**src/rtl/decode_execute_pkg.sv**
```systemverilog
// Shared opcodes and instruction field layout for decode_execute_pipe.
// The instruction word is {sel, rd_addr, rs_addr, rt_addr}, with rt_addr in the low bits.
package decode_execute_pkg;

   typedef enum logic [2:0] {
      OP_SUB = 3'b000,
      OP_ADD = 3'b001,
      OP_OR  = 3'b010,
      OP_AND = 3'b011,
      OP_ASR = 3'b100,
      OP_ROL = 3'b101,
      OP_LT  = 3'b110,
      OP_EQ  = 3'b111
   } op_e;

   function automatic int rt_lsb(input int aw);
      return 0;
   endfunction

   function automatic int rs_lsb(input int aw);
      return aw;
   endfunction

   function automatic int rd_lsb(input int aw);
      return 2 * aw;
   endfunction

   function automatic int sel_lsb(input int aw);
      return 3 * aw;
   endfunction

endpackage

```
**src/rtl/decode_execute_pipe_alu_core.sv**
```systemverilog
// Combinational ALU with eight operations on WIDTH-bit data.
// The carry output is driven only by ADD (carry) and SUB (no-borrow).
module alu_core
   import decode_execute_pkg::*;
#(
   parameter int WIDTH = 4
) (
   input  logic [2:0]       sel,
   input  logic [WIDTH-1:0] a,
   input  logic [WIDTH-1:0] b,
   output logic [WIDTH-1:0] result,
   output logic             carry
);

   logic [WIDTH:0] ext;

   always_comb begin
      result = '0;
      carry  = 1'b0;
      ext    = '0;
      case (sel)
         OP_SUB: begin
            ext    = {1'b0, a} + {1'b0, ~b} + (WIDTH+1)'(1);
            result = ext[WIDTH-1:0];
            carry  = ext[WIDTH];
         end
         OP_ADD: begin
            ext    = {1'b0, a} + {1'b0, b};
            result = ext[WIDTH-1:0];
            carry  = ext[WIDTH];
         end
         OP_OR:  result = a | b;
         OP_AND: result = a & b;
         OP_ASR: result = {b[WIDTH-1], b[WIDTH-1:1]};
         OP_ROL: result = {a[WIDTH-2:0], a[WIDTH-1]};
         OP_LT:  result = {{(WIDTH-1){1'b0}}, (a < b)};
         OP_EQ:  result = {{(WIDTH-1){1'b0}}, (a == b)};
         default: result = '0;
      endcase
   end

endmodule

```
**src/rtl/decode_execute_pipe.sv**
```systemverilog
// Two-stage decode/execute pipeline: the register file feeds S1, which feeds the ALU,
// which feeds the S2 output registers, with writeback and valid/ready handshakes.
module decode_execute_pipe
   import decode_execute_pkg::*;
#(
   parameter  int WIDTH = 4,
   parameter  int NREG  = 4,
   localparam int AW    = $clog2(NREG),
   localparam int IW    = 3 + 3 * AW
) (
   input  logic             clk,
   input  logic             rst_n,
   input  logic             in_valid,
   output logic             in_ready,
   input  logic [IW-1:0]    in_instr,
   input  logic             cfg_we,
   input  logic [AW-1:0]    cfg_addr,
   input  logic [WIDTH-1:0] cfg_data,
   output logic             out_valid,
   input  logic             out_ready,
   output logic [WIDTH-1:0] out_data,
   output logic [AW-1:0]    out_rd,
   output logic             out_carry,
   output logic             out_zero
);

   logic [WIDTH-1:0] regfile [NREG];

   logic             s1_valid;
   logic [2:0]       s1_sel;
   logic [AW-1:0]    s1_rd;
   logic [WIDTH-1:0] s1_a;
   logic [WIDTH-1:0] s1_b;

   logic [WIDTH-1:0] alu_res;
   logic             alu_carry;
   logic             advance;
   logic             accept;
   logic             transfer;

   logic [2:0]       dec_sel;
   logic [AW-1:0]    dec_rd;
   logic [AW-1:0]    dec_rs;
   logic [AW-1:0]    dec_rt;
   logic [WIDTH-1:0] rs_val;
   logic [WIDTH-1:0] rt_val;

   assign dec_sel = in_instr[sel_lsb(AW) +: 3];
   assign dec_rd  = in_instr[rd_lsb(AW) +: AW];
   assign dec_rs  = in_instr[rs_lsb(AW) +: AW];
   assign dec_rt  = in_instr[rt_lsb(AW) +: AW];

   assign advance  = !out_valid || out_ready;
   assign in_ready = !s1_valid || advance;
   assign accept   = in_valid && in_ready;
   assign transfer = s1_valid && advance;

   // An operand produced by S1 is forwarded from the ALU output, so a dependent instruction can follow without a stall.
   always_comb begin
      rs_val = regfile[dec_rs];
      rt_val = regfile[dec_rt];
      if (s1_valid && dec_rs == s1_rd) rs_val = alu_res;
      if (s1_valid && dec_rt == s1_rd) rt_val = alu_res;
   end

   alu_core #(.WIDTH(WIDTH)) u_alu (
      .sel    (s1_sel),
      .a      (s1_a),
      .b      (s1_b),
      .result (alu_res),
      .carry  (alu_carry)
   );

   always_ff @(posedge clk or negedge rst_n) begin
      if (!rst_n) begin
         s1_valid <= 1'b0;
         s1_sel   <= '0;
         s1_rd    <= '0;
         s1_a     <= '0;
         s1_b     <= '0;
      end else begin
         if (accept) begin
            s1_valid <= 1'b1;
            s1_sel   <= dec_sel;
            s1_rd    <= dec_rd;
            s1_a     <= rs_val;
            s1_b     <= rt_val;
         end else if (advance) begin
            s1_valid <= 1'b0;
         end
      end
   end

   always_ff @(posedge clk or negedge rst_n) begin
      if (!rst_n) begin
         out_valid <= 1'b0;
         out_data  <= '0;
         out_rd    <= '0;
         out_carry <= 1'b0;
         out_zero  <= 1'b1;
      end else if (advance) begin
         out_valid <= s1_valid;
         if (s1_valid) begin
            out_data  <= alu_res;
            out_rd    <= s1_rd;
            out_carry <= alu_carry;
            out_zero  <= (alu_res == '0);
         end
      end
   end

   // Writeback is assigned last, so it wins when it hits the same entry as a cfg write on the same edge.
   always_ff @(posedge clk or negedge rst_n) begin
      if (!rst_n) begin
         for (int unsigned i = 0; i < NREG; i++) regfile[i[AW-1:0]] <= '0;
      end else begin
         if (cfg_we)   regfile[cfg_addr] <= cfg_data;
         if (transfer) regfile[s1_rd]    <= alu_res;
      end
   end

endmodule

```
**config.mk**
```make
export PLATFORM = sky130hd
export DESIGN_NAME = decode_execute_pipe
export DESIGN_NICKNAME = d
export VERILOG_FILES = /design/src/rtl/decode_execute_pkg.sv /design/src/rtl/decode_execute_pipe_alu_core.sv /design/src/rtl/decode_execute_pipe.sv
export SDC_FILE = /design/constraint.sdc
export NUM_CORES = 1
export LEC_CHECK = 0
export CORE_UTILIZATION = 69
export DETAILED_ROUTE_END_ITERATION = 8
export DONT_BUFFER_PORTS = 1
export GPL_TIMING_DRIVEN = 1
export PLACE_DENSITY = 0.84
export SKIP_LAST_GASP = 1
export SYNTH_ARGS = -nofsm -noshare
export SYNTH_HDL_FRONTEND = slang
export SYNTH_HIERARCHICAL = 1
export SYNTH_SLANG_ARGS = --single-unit
```
**constraint.sdc**
```tcl
create_clock -name clk -period 6 [get_ports clk]
set_input_delay 1.8 -clock clk [delete_from_list [all_inputs] [get_ports clk]]
set_output_delay 1.8 -clock clk [all_outputs]
set_load 0.005 [all_outputs]
```
# Word-level counts from Yosys, hierarchy flattened
# Cells that the tools add are included.
[classes]
mux = 20
reduce_logical = 14
bitwise_logic = 7
n_eq_ne = 10
magnitude_cmp = 7
n_addsub = 3
[ops]
columns = ["cell", "n"]
rows = [
  ["$bwmux W16", 2],
  ["$mux W16", 2],
  ["$mux W4", 8],
  ["$pmux W4 S8", 1],
  ["$bmux W4 S2", 2],
  ["$demux W4 S2", 2],
  ["$eq A3 B3 Y1 const B", 4],
  ["$ge A3 B3 Y1 const B", 4],
  ["$not A2 Y3", 4],
  ["$add A4 B4 Y5", 2],
  ["$eq A3 B2 Y1 const B", 2],
  ["$logic_and A1 B1 Y1", 6],
  ["$lt A3 B1 Y1 const B", 2],
  ["$add A5 B1 Y5 const B", 1],
  ["$and A4 B4 Y4", 1],
  ["$eq A2 B2 Y1", 2],
  ["$eq A4 B4 Y1", 1],
  ["$logic_not A4 Y1", 1],
  ["$lt A4 B4 Y1", 1],
  ["$not A4 Y4", 1],
  ["$or A4 B4 Y4", 1],
  ["$eq A3 B1 Y1 const B", 1],
  ["$logic_not A3 Y1", 1],
  ["$logic_not A1 Y1", 2],
  ["other kinds (5)", 7],
]
[totals]
elab_cells = 75
out_inout_bits = 10
register_bits = 39
in_bits = 20

# Depth between registers and ports, before layout
[logic_depth]
ltp_word = 9
ltp_mapped = 10

# Hierarchy
# The synthesis kept the hierarchy.
[by_module_without_submodules]
columns = ["mod", "cells_per_inst", "n_inst", "area_per_inst_um2"]
rows = [
  ["decode_execute_pipe", 158, 1, 2090.8],
  ["alu_core", 78, 1, 615.6],
]

# Worst setup path after synthesis
# Ideal clock, no wire load.
[synth_path]
path_kind = "in2out"
start = "input port out_ready"
end = "output port in_ready"
required_ns = 4.200
n_path_buf = 1
stages = 2
path_slack_ns = 2.034
arrival_ns = 2.166
path_cell_list = "nand3b_1 -> clkbuf_1"
[synth_via]
elab_chain_cells = 2
[synth_rtl]
columns = ["element", "line_no", "source"]
rows = [
  ["from (decl)", "decode_execute_pipe.sv:20", "input logic out_ready,"],
  ["$logic_or A1 B1 Y1", "decode_execute_pipe.sv:53", "assign advance = !out_valid || out_ready;"],
  ["$logic_or A1 B1 Y1", "decode_execute_pipe.sv:54", "assign in_ready = !s1_valid || advance;"],
  ["to (decl)", "decode_execute_pipe.sv:14", "output logic in_ready,"],
]
# No other way between the ends.

# Worst setup path in the final report
# Same ends and word-level chain as after synthesis.

==> flow_summary.json <==
{
  "drive_gt1_share_pct": 29.1,
  "synth_cells": 236,
  "crit_fanout": 11,
  "synth_nets": 270,
  "cts_tree": "built",
  "ir_drop_v": 0.000297,
  "switching_share_pct": 38.8,
  "use_met3_pct": 10.7,
  "switchingPower_mw": 0.524,
  "synthArstFlopShare_pct": 100,
  "syn_area_um2": 2710,
  "p_leak_nw": 1.17,
  "hold_violations": 0,
  "grt.total_usage_pct": 32.8,
  "ios": 30,
  "areaGrowthSynthToFinish_pct": 3.74,
  "initial_core_util_pct": 72.8,
  "met1_usage_pct": 40.8,
  "synth_top_cell_area_share_pct": 35.1,
  "tns_ps": 0,
  "clockPowerShare_pct": 16.9,
  "combinationalPowerShare_pct": 47.1,
  "required_ps": 4200,
  "cts_hold_buf": 0,
  "ys_types": 49,
  "cts.sinks": 39,
  "finalCriticalPeriod_ps": 4020,
  "cp_top_family": "simple AND/OR/NAND/NOR gates",
  "synth.area.top_cells": "dfrtp_1 (35%), mux2_2 (17%), mux4_2 (8.3%)",
  "ys_warn_count": 6,
  "die_w_um": 64.6,
  "seq_power_share_pct": 36.0,
  "fp.coreArea_um2": 3720,
  "slew_headroom_pct": 28.4,
  "critical_path_class": "in -> out",
  "drtPass1Iterations": 5,
  "hold_slack_ps": 547,
  "min_period_over_period_pct": 67.1,
  "power_density_nw_per_um2": 481,
  "die-height_um": 64.6,
  "timing.critical_path.slowest_stage_cell": "nand3b_1",
  "grt_pass1_wl_mm": 10.0,
  "io_buffer_count": 0,
  "synth_common_cells": "mux2_2 (42), dfrtp_1 (38), inv_1 (14)",
  "ys.flop_type": "dfrtp_1",
  "grt_busiest_layer": "met2",
  "outcome": "finished, final reports clean",
  "place_congestion": 0.982,
  "dp_hpwl_mm": 4.46,
  "finalNetCount": 263,
  "cts_root_buf": "clkbuf_8",
  "hold_path_class": "reg -> reg",
  "clk_latency_ps": 290,
  "clock_path_buffers": 2,
  "fill_cells": 241,
  "drt_iter0_drc": 229,
  "grt_use_met2_pct": 52.4,
  "synth-edff-count": 0,
  "max_cap_viol_count": 0,
  "fin_util_pct": 75.6,
  "p_int_mw": 0.827,
  "crit_arrival_ps": 2220,
  "synth_largest_area_cell": "dfrtp_1",
  "worst_slew_pin_slew_ps": 1070,
  "cts.clk_slew.worst_paths_ps": 80,
  "finClkSkew_ps": 4.94,
  "antenna_found_initial": 0,
  "finalSetupViolations": 0,
  "postSynthAreaPerCell_um2": 11.5,
  "cts-htree-levels": 2,
  "synth.most_common_cell": "mux2_2",
  "cts_buffers": 5,
  "cp-start-kind": "input pin",
  "die-area_um2": 4180,
  "rows": 22,
  "grt_max_degree": 40,
  "cp_slowest_stage_delay_ps": 420,
  "grt-ovfl-total": 0,
  "crit_path_end_kind": "primary output",
  "ys_seq_elements": 39,
  "ys_seq_area_share_pct": 36.1,
  "vias_per_cell": 7.18,
  "vias": 1995,
  "wl_mm": 6.27,
  "path_buf_inv": 0,
  "setup_ws_ps": 1980,
  "grt_pass1_vias": 2045,
  "insertedDiodeCount": 0,
  "ant_nets": 0,
  "drc": 0,
  "slew_viol_final": 0,
  "path_cells": "nand3b_1",
  "fmax_ghz": 0.248,
  "ctsResizeCount": 0,
  "cts_setup_buffers": 0,
  "wl_per_cell_um": 22.6,
  "rsz0062_at_grt": "false",
  "place_worst_setup_slack_ps": 2010
}
-- metrics by stage --
| step | cells | area (µm²) | power, mW |
|---|---|---|---|
| floorplan | 236 | 2710 | 0.960 |
| global placement | 270 | 2690 | 1.05 |
| detailed placement | 270 | 2690 | 1.10 |
| CTS | 278 | 2810 | 1.33 |
| global route | 278 | 2810 | 1.42 |
| finish | 278 | 2810 | 1.35 |
-- layout by cell type, fill, tap and decap left out, types with 3 or more instances in the layout --
cell type and instances:
mux2_2 42, dfrtp_1 38, inv_1 14, a21oi_1 12, ha_1 12, mux4_2 10, nand4_1 9, o31ai_1 8
a31oi_1 8, clkbuf_8 6, xnor2_1 5, nand2_1 5, mux2_1 4, xor2_1 4, nor4_1 4, nor2b_1 4
nand3b_1 3, o21ai_1 3, nor2_1 3
-- routing by layer --
metal | part of all wire (%) | up-vias
li1 | - | 871
met1 | 38 | 974
met2 | 48 | 126
met3 | 11 | 24
met4 | 2.1 | 0
met5 | 0 | -
-- power by group through the flow --
stage	logic [mW]	registers (mW)	clock network [mW]
2_1_floorplan	0.524	0.435	0
3_3_place_gp	0.578	0.471	0
3_5_place_dp	0.619	0.483	0
4_1_cts	0.625	0.481	0.228
5_1_grt	0.685	0.501	0.238
6_report	0.636	0.486	0.229
-- final cells by class --
| cell class | instances | area, µm² | area share (%) |
|---|---|---|---|
| multi-input combinational | 167 | 1590 | 56.7 |
| sequential | 39 | 977 | 34.8 |
| clock inverter | 2 | 35.0 | 1.25 |
| clock buffer | 6 | 82.6 | 2.94 |
| tap | 48 | 60.1 | 2.14 |
| inverter | 16 | 60.1 | 2.14 |
-- final timing paths --
check / startpoint / endpoint / slack, ps / cells after the start
max: out_ready / in_ready / 1980 / 1
min: out_data[3]$_DFFE_PN0P_ / out_data[3]$_DFFE_PN0P_ / 550 / 1
max reg2reg: s1_a[1]$_DFFE_PN0P_ / s1_a[3]$_DFFE_PN0P_ / 3000 / 8
min reg2reg: out_data[3]$_DFFE_PN0P_ / out_data[3]$_DFFE_PN0P_ / 550 / 1
max in group asynchronous: rst_n / out_zero$_DFFE_PN1P_ / 4630 / 0
min in group asynchronous: rst_n / regfile[13]$_DFF_PN0_ / 1190 / 0
-- worst reg2reg max path: cells and delay by family, from the launching register on --
family	cells	cell delay, ps
flops	1	500
buf+inv	1	140
fa+ha+maj	1	390
compound gates	3	490
simple gates	2	1060
mux	1	340
-- flip-flops by register name, summed over array words and instances, names as in the netlist --
name       flops
s1_valid       1
out_data       4
out_carry      1
regfile       16
s1_rd          2
out_zero       1
s1_b           4
out_valid      1
s1_a           4
out_rd         2
s1_sel         3
-- logic make-up after synthesis --
| group | Yosys count | synth area share [%] |
|---|---|---|
| multiplexers | 58 | 28.2 |
| buffers and inverters | 30 | 5.04 |
| AO/OA/AOI/OAI | 43 | 10.2 |
| XOR/XNOR | 9 | 2.91 |
| adder cells (fa/ha/maj) | 14 | 7.03 |
| AND/OR/NAND/NOR | 43 | 10.5 |
| flip-flops | 39 | 36.1 |
Power figures use the tool's default switching activity.
